--- config.mk ---
export PLATFORM = sky130hd
export DESIGN_NAME = scandoubler_vid_writer
export DESIGN_NICKNAME = d
export VERILOG_FILES = /design/src/rtl/scandoubler_vid_writer.sv
export SDC_FILE = /design/constraint.sdc
export NUM_CORES = 1
export LEC_CHECK = 0
export ABC_AREA = 1
export CAP_MARGIN = 20
export CORE_ASPECT_RATIO = 0.75
export CORE_MARGIN = 3
export CORE_UTILIZATION = 30
export CTS_CLUSTER_SIZE = 8
export DETAILED_ROUTE_END_ITERATION = 7
export DONT_BUFFER_PORTS = 1
export SYNTH_ARGS = -nofsm -noshare
export SYNTH_HDL_FRONTEND = slang
export SYNTH_SLANG_ARGS = --single-unit
--- constraint.sdc ---
create_clock -name clk_96 -period 3.05 [get_ports clk_96]
set_clock_uncertainty 0.2 [all_clocks]
set_input_delay 0.1525 -clock clk_96 [delete_from_list [all_inputs] [get_ports clk_96]]
set_output_delay 0.1525 -clock clk_96 [all_outputs]
set_load 0.03 [all_outputs]
--- src/rtl/scandoubler_vid_writer.sv ---
// Capture-side writer for the scandoubler SDRAM video-write port: packs pixels into
// aligned 8-word bursts in a ping-pong buffer and presents them on the vidin_* port.
module scandoubler_vid_writer #(
   parameter logic [15:0] PAD_VALUE = 16'h0000
) (
   input  logic        clk_96,
   input  logic        reset,
   input  logic        pix_ce,
   input  logic [15:0] pix_d,
   input  logic        hs,
   input  logic        vs,
   output logic        vidin_req,
   output logic [1:0]  vidin_frame,
   output logic [10:0] vidin_row,
   output logic [10:0] vidin_col,
   output logic [15:0] vidin_d,
   input  logic        vidin_ack,
   output logic [1:0]  done_frame,
   output logic        overflow
);

   localparam int unsigned DW = 16;
   localparam int unsigned XW = 11;
   localparam int unsigned YW = 11;
   localparam int unsigned FW = 2;
   localparam int unsigned IW = 3;
   localparam int unsigned BW = XW - IW;
   localparam int unsigned WORDS = 2 << IW;
   localparam logic [IW-1:0] LAST_IDX = '1;

   typedef enum logic {
      S_IDLE,
      S_BURST
   } state_t;

   state_t state, state_nxt;

   logic [DW-1:0] mem [WORDS];
   logic [1:0]    full;
   logic [FW-1:0] half_frame [2];
   logic [YW-1:0] half_row   [2];
   logic [BW-1:0] half_base  [2];

   logic          wr_half;
   logic [IW-1:0] wr_idx;
   logic [XW-1:0] x_cnt;
   logic [YW-1:0] y_cnt;
   logic [FW-1:0] frame_cnt;

   logic          rd_half;
   logic [IW-1:0] rd_idx;

   logic          hs_q, hs_qq, vs_q, vs_qq;
   logic          pend_valid;
   logic [DW-1:0] pend_d;

   logic          hs_rise_c, vs_rise_c, line_evt_c;
   logic          src_valid_c;
   logic [DW-1:0] src_d_c;
   logic          do_pix_c, half_full_c, store_c, drop_c, pend_lost_c;
   logic          flush_c, complete_c;
   logic          burst_start_c, burst_done_c, word_adv_c;
   logic [IW-1:0] rd_nxt_c;

   // Sync edge detection: one register stage plus the previous-level register.
   always_ff @(posedge clk_96) begin
      if (reset) begin
         hs_q  <= 1'b0;
         hs_qq <= 1'b0;
         vs_q  <= 1'b0;
         vs_qq <= 1'b0;
      end else begin
         hs_q  <= hs;
         hs_qq <= hs_q;
         vs_q  <= vs;
         vs_qq <= vs_q;
      end
   end

   assign hs_rise_c  = hs_q & ~hs_qq;
   assign vs_rise_c  = vs_q & ~vs_qq;
   assign line_evt_c = hs_rise_c | vs_rise_c;

   // A pixel arriving in a flush cycle waits one cycle in the pending slot.
   assign src_valid_c = pend_valid | pix_ce;
   assign src_d_c     = pend_valid ? pend_d : pix_d;
   assign do_pix_c    = src_valid_c & ~line_evt_c;
   assign pend_lost_c = line_evt_c & pend_valid & pix_ce;

   // A half freed by the reader this cycle is writable in the same cycle.
   assign half_full_c = full[wr_half] & ~(burst_done_c & (rd_half == wr_half));
   assign store_c     = do_pix_c & ~half_full_c;
   assign drop_c      = do_pix_c & half_full_c;
   assign flush_c     = line_evt_c & (wr_idx != '0);
   assign complete_c  = flush_c | (store_c & (wr_idx == LAST_IDX));

   always_ff @(posedge clk_96) begin
      if (reset) begin
         pend_valid <= 1'b0;
         pend_d     <= '0;
      end else if (line_evt_c && src_valid_c) begin
         pend_valid <= 1'b1;
         pend_d     <= src_d_c;
      end else if (pend_valid && pix_ce) begin
         pend_valid <= 1'b1;
         pend_d     <= pix_d;
      end else begin
         pend_valid <= 1'b0;
      end
   end

   // Pixel storage; a flush pads every word from wr_idx to the end of the half.
   always_ff @(posedge clk_96) begin
      if (flush_c) begin
         for (int i = 0; i < (1 << IW); i++) begin
            if (IW'(i) >= wr_idx) mem[{wr_half, IW'(i)}] <= PAD_VALUE;
         end
      end else if (store_c) begin
         mem[{wr_half, wr_idx}] <= src_d_c;
      end
   end

   // Fill pointer, position counters, full flags and per-half tags.
   always_ff @(posedge clk_96) begin
      if (reset) begin
         full       <= '0;
         wr_half    <= 1'b0;
         wr_idx     <= '0;
         x_cnt      <= '0;
         y_cnt      <= '0;
         frame_cnt  <= '0;
         done_frame <= '1;
         overflow   <= 1'b0;
         for (int h = 0; h < 2; h++) begin
            half_frame[h] <= '0;
            half_row[h]   <= '0;
            half_base[h]  <= '0;
         end
      end else begin
         if (burst_done_c) full[rd_half] <= 1'b0;
         if (drop_c || pend_lost_c) overflow <= 1'b1;
         if (complete_c) begin
            full[wr_half]       <= 1'b1;
            half_frame[wr_half] <= frame_cnt;
            half_row[wr_half]   <= y_cnt;
            half_base[wr_half]  <= x_cnt[XW-1:IW];
            wr_half             <= ~wr_half;
         end
         if (line_evt_c) begin
            wr_idx <= '0;
            x_cnt  <= '0;
            if (vs_rise_c) begin
               done_frame <= frame_cnt;
               frame_cnt  <= frame_cnt + FW'(1);
               y_cnt      <= '0;
            end else begin
               y_cnt <= y_cnt + YW'(1);
            end
         end else if (store_c) begin
            wr_idx <= wr_idx + IW'(1);
            x_cnt  <= x_cnt + XW'(1);
         end
      end
   end

   // Output FSM: state register.
   always_ff @(posedge clk_96) begin
      if (reset) state <= S_IDLE;
      else       state <= state_nxt;
   end

   // Output FSM: next state.
   always_comb begin
      state_nxt = state;
      case (state)
         S_IDLE:  if (full[rd_half]) state_nxt = S_BURST;
         S_BURST: if (vidin_ack && (rd_idx == LAST_IDX)) state_nxt = S_IDLE;
         default: state_nxt = S_IDLE;
      endcase
   end

   // Output FSM: per-state control strobes.
   always_comb begin
      burst_start_c = 1'b0;
      burst_done_c  = 1'b0;
      word_adv_c    = 1'b0;
      case (state)
         S_IDLE:  burst_start_c = full[rd_half];
         S_BURST: begin
            if (vidin_ack) begin
               burst_done_c = (rd_idx == LAST_IDX);
               word_adv_c   = (rd_idx != LAST_IDX);
            end
         end
         default: ;
      endcase
   end

   assign rd_nxt_c = rd_idx + IW'(1);

   // Registered vidin_* presentation; one word advance per ack.
   always_ff @(posedge clk_96) begin
      if (reset) begin
         rd_half     <= 1'b0;
         rd_idx      <= '0;
         vidin_req   <= 1'b0;
         vidin_frame <= '0;
         vidin_row   <= '0;
         vidin_col   <= '0;
         vidin_d     <= '0;
      end else begin
         if (burst_start_c) begin
            rd_idx      <= '0;
            vidin_req   <= 1'b1;
            vidin_frame <= half_frame[rd_half];
            vidin_row   <= half_row[rd_half];
            vidin_col   <= {half_base[rd_half], IW'(0)};
            vidin_d     <= mem[{rd_half, IW'(0)}];
         end
         if (word_adv_c) begin
            rd_idx    <= rd_nxt_c;
            vidin_col <= {half_base[rd_half], rd_nxt_c};
            vidin_d   <= mem[{rd_half, rd_nxt_c}];
         end
         if (burst_done_c) begin
            vidin_req <= 1'b0;
            rd_half   <= ~rd_half;
         end
      end
   end

endmodule

==> results_dict.tcl <==
set metrics [dict create \
    cts_root_buffer "clkbuf_16" \
    relSlewSlack_pct 26.2 \
    grt_pass1_wl_mm 80.6 \
    syn_inst 1986 \
    fp.dieH_um 219 \
    fill_cells 6055 \
    ys_ff_latch 396 \
    antenna_found_initial 2 \
    wl_per_cell_um 18.4 \
    layout.nets 2058 \
    required_ns 3.34 \
    cts_setup_buffers 0 \
    grt_start_max_net_pins 103 \
    maxCapViolCount 0 \
    p_switching_mw 3.55 \
    timing.final.ws_setup_ns 0.196 \
    clkTransAtPathRegs_ns 0.06 \
    synthArstFlopShare_pct 0 \
    critPathLaunch "vidin_col[0]" \
    startpoint_type "flip-flop" \
    min_path_type "in2reg" \
    p_seq_share_pct 46.9 \
    yosys_warnings 0 \
    avgSynthCellArea_um2 9.12 \
    status "complete, no violations" \
    cts-htree-levels 2 \
    die_x_um 290 \
    fp.coreArea_um2 59300 \
    post-synth-top-area-fraction_pct 49.4 \
    ioPinCount 66 \
    synthFlopType "edfxtp_1" \
    comb_power_share_pct 9.8 \
    min_period_over_period_pct 93.6 \
    synth-edff-count 298 \
    drcViolationCount 0 \
    reg2regPathDepth 12 \
    cts_tree "done" \
    final_area_um2 21100 \
    switching_share_pct 26.4 \
    grt_pass1_vias 13500 \
    track_usage_pct 16.5 \
    path_max_fanout 98 \
    worstPathArrival_ns 3.14 \
    min_path_cells 3 \
    drv_slew 0 \
    clock_latency_ns 0.60 \
    syn_nets 2017 \
    vias 14100 \
    tns_ns 0 \
    leakagePower_nw 8.05 \
    drt_iter0_drc 1452 \
    drive_gt1_share_pct 11.5 \
    synth_largest_area_cell "edfxtp_1" \
    place_congestion 0.845 \
    cts_made_buffers 55 \
    placed_cell_area_um2 19200 \
    n_antenna_cell 0 \
    grt_overflow 0 \
    p_int_mw 9.90 \
    dp_slack_ns 0.308 \
    critPathCapture "vidin_d[10]" \
    synth.area.top_cells "edfxtp_1 49%, dfxtp_1 11%, nand2_1 11%" \
    layout_common_cells "509 x nand2_1, 308 x nor2_1, 298 x edfxtp_1" \
    layout_commonest_cell "nand2_1" \
    syn_area_um2 18100 \
    yosysSeqAreaShare_pct 60.3 \
    p_clk_share_pct 43.2 \
    finalCriticalPeriod_ns 2.85 \
    synthToLayoutAreaGrowth_pct 16.8 \
    initial_core_util_pct 30.5 \
    irDropWorstVdd_uv 458 \
    total_power_mw 13.4 \
    rr_endpoint "vidin_d[10]" \
    worstSetupPathType "reg2reg" \
    clkSinkCount 396 \
    whs_ns 0.0572 \
    rsz0062_at_grt "no" \
    dr.pass1.iters 5 \
    ant_nets 0 \
    drt-total-wl_mm 52.8 \
    tightest_slew_ns 1.11 \
    synth.distinct_cells 36 \
    setup-violations-final 0 \
    portBuffers 0 \
    timing.rr.start "vidin_col[0]" \
    die_area_um2 63400 \
    cts.path.max_buffers 3 \
    dp_hpwl_mm 33.2 \
    finalHoldViolations 0 \
    fmax_mhz 350 \
    endpoint_kind "flip-flop" \
    viasPerCell 4.91 \
    powerDensity_nw_per_um2 636 \
    rrSetupSlack_ns 0.20 \
    row_count 77 \
]
==> final cells by class <==
class | instances | area (um2) | area share (%)
Sequential cell | 396 | 10900 | 51.6
Multi-Input combinational cell | 1334 | 6130 | 29.0
Clock buffer | 102 | 1590 | 7.54
Tap cell | 790 | 988 | 4.67
Timing Repair Buffer | 106 | 972 | 4.60
Inverter | 134 | 504 | 2.38
Clock inverter | 2 | 46.3 | 0.219
==> repair_timing <==
item | 4_1_cts | 5_1_grt
hold endpoints to repair | 223 | 0
endpoints found under the setup margin | 0 | 1
resized for setup | 0 | 4
hold buffers | 26 | 0
==> stage by stage <==
step / util (%) / instances
after CTS: 35.5 / 2862
after global placement: 32.3 / 2731
after floorplan: - / 1986
final: 35.6 / 2864
after global routing: 35.6 / 2864
after detailed placement: 32.3 / 2732
==> worst max-delay path, cell delays in order (launching register included) <==
cell           delay [ns]
dfxtp_4              0.34
buf_6                0.29
clkinv_2             0.16
buf_16               0.27
nand2_1              0.13
nand3_1              0.09
nand2_1              0.09
nand2_1              0.06
nand3_2              0.19
nand2_1              0.12
nand2_1              0.09
a21oi_1              0.06
dlygate4sd3_1        0.55
==> per-layer routing <==
layer | share of wire (%) | routed length (um) | up-vias | track usage, %
met5 | 0.049 | 26 | - | 0
met4 | 1.9 | 982 | 4 | 3.83
met1 | 45 | 23700 | 6696 | 23.9
met2 | 41 | 21400 | 601 | 22.9
met3 | 13 | 6720 | 83 | 6.52
li1 | - | - | 6670 | -
==> cells by family after synthesis <==
group	synth area share, %
fa+ha+maj	0.622
buf+inv	6.00
compound gates	6.57
xor+xnor	0.0967
mux	0.815
simple gates	25.6
flops	60.3
==> Yosys cell counts, drive strengths merged, types with 7 or more instances <==
master	instances
nand2	524
nor3	11
buf	68
o21a	7
edfxtp	298
mux2i	8
clkbuf	54
ha	9
inv	133
o211ai	11
o22ai	12
a21oi	75
dfxtp	98
nand3	196
nor2	353
o21ai	98
nand4	7
==> how the worst min path moves through the flow <==
stage | to | slack, ns | startpoint
2_1_floorplan | hs_q | 0.06 | hs
3_3_place_gp | vs_qq | 0.03 | reset
3_5_place_dp | vs_q | 0.03 | reset
4_1_cts | vs_q | 0.03 | vs
5_1_grt | hs_q | 0.04 | hs
6_report | vs_q | 0.06 | vs
==> flip-flops by register name, summed over array words and instances, names as in the netlist, 2 cells and up, named ones only <==
register / count
frame_cnt: 2
x_cnt: 11
vidin_d: 16
done_frame: 2
full: 2
y_cnt: 11
mem: 256
half_frame: 4
half_base: 16
vidin_row: 11
vidin_frame: 2
wr_idx: 3
vidin_col: 11
half_row: 22
pend_d: 16
==> power by group through the flow <==
stage / Combinational [mW] / Clock (mW) / Sequential (mW)
global route: 1.46 / 6.17 / 6.34
floorplan: 0.838 / 0 / 6.38
CTS: 1.30 / 5.91 / 6.32
finish: 1.32 / 5.81 / 6.31
global placement: 1.23 / 0 / 6.42
detailed placement: 1.25 / 0 / 6.42
Power figures use the tool's default switching activity.
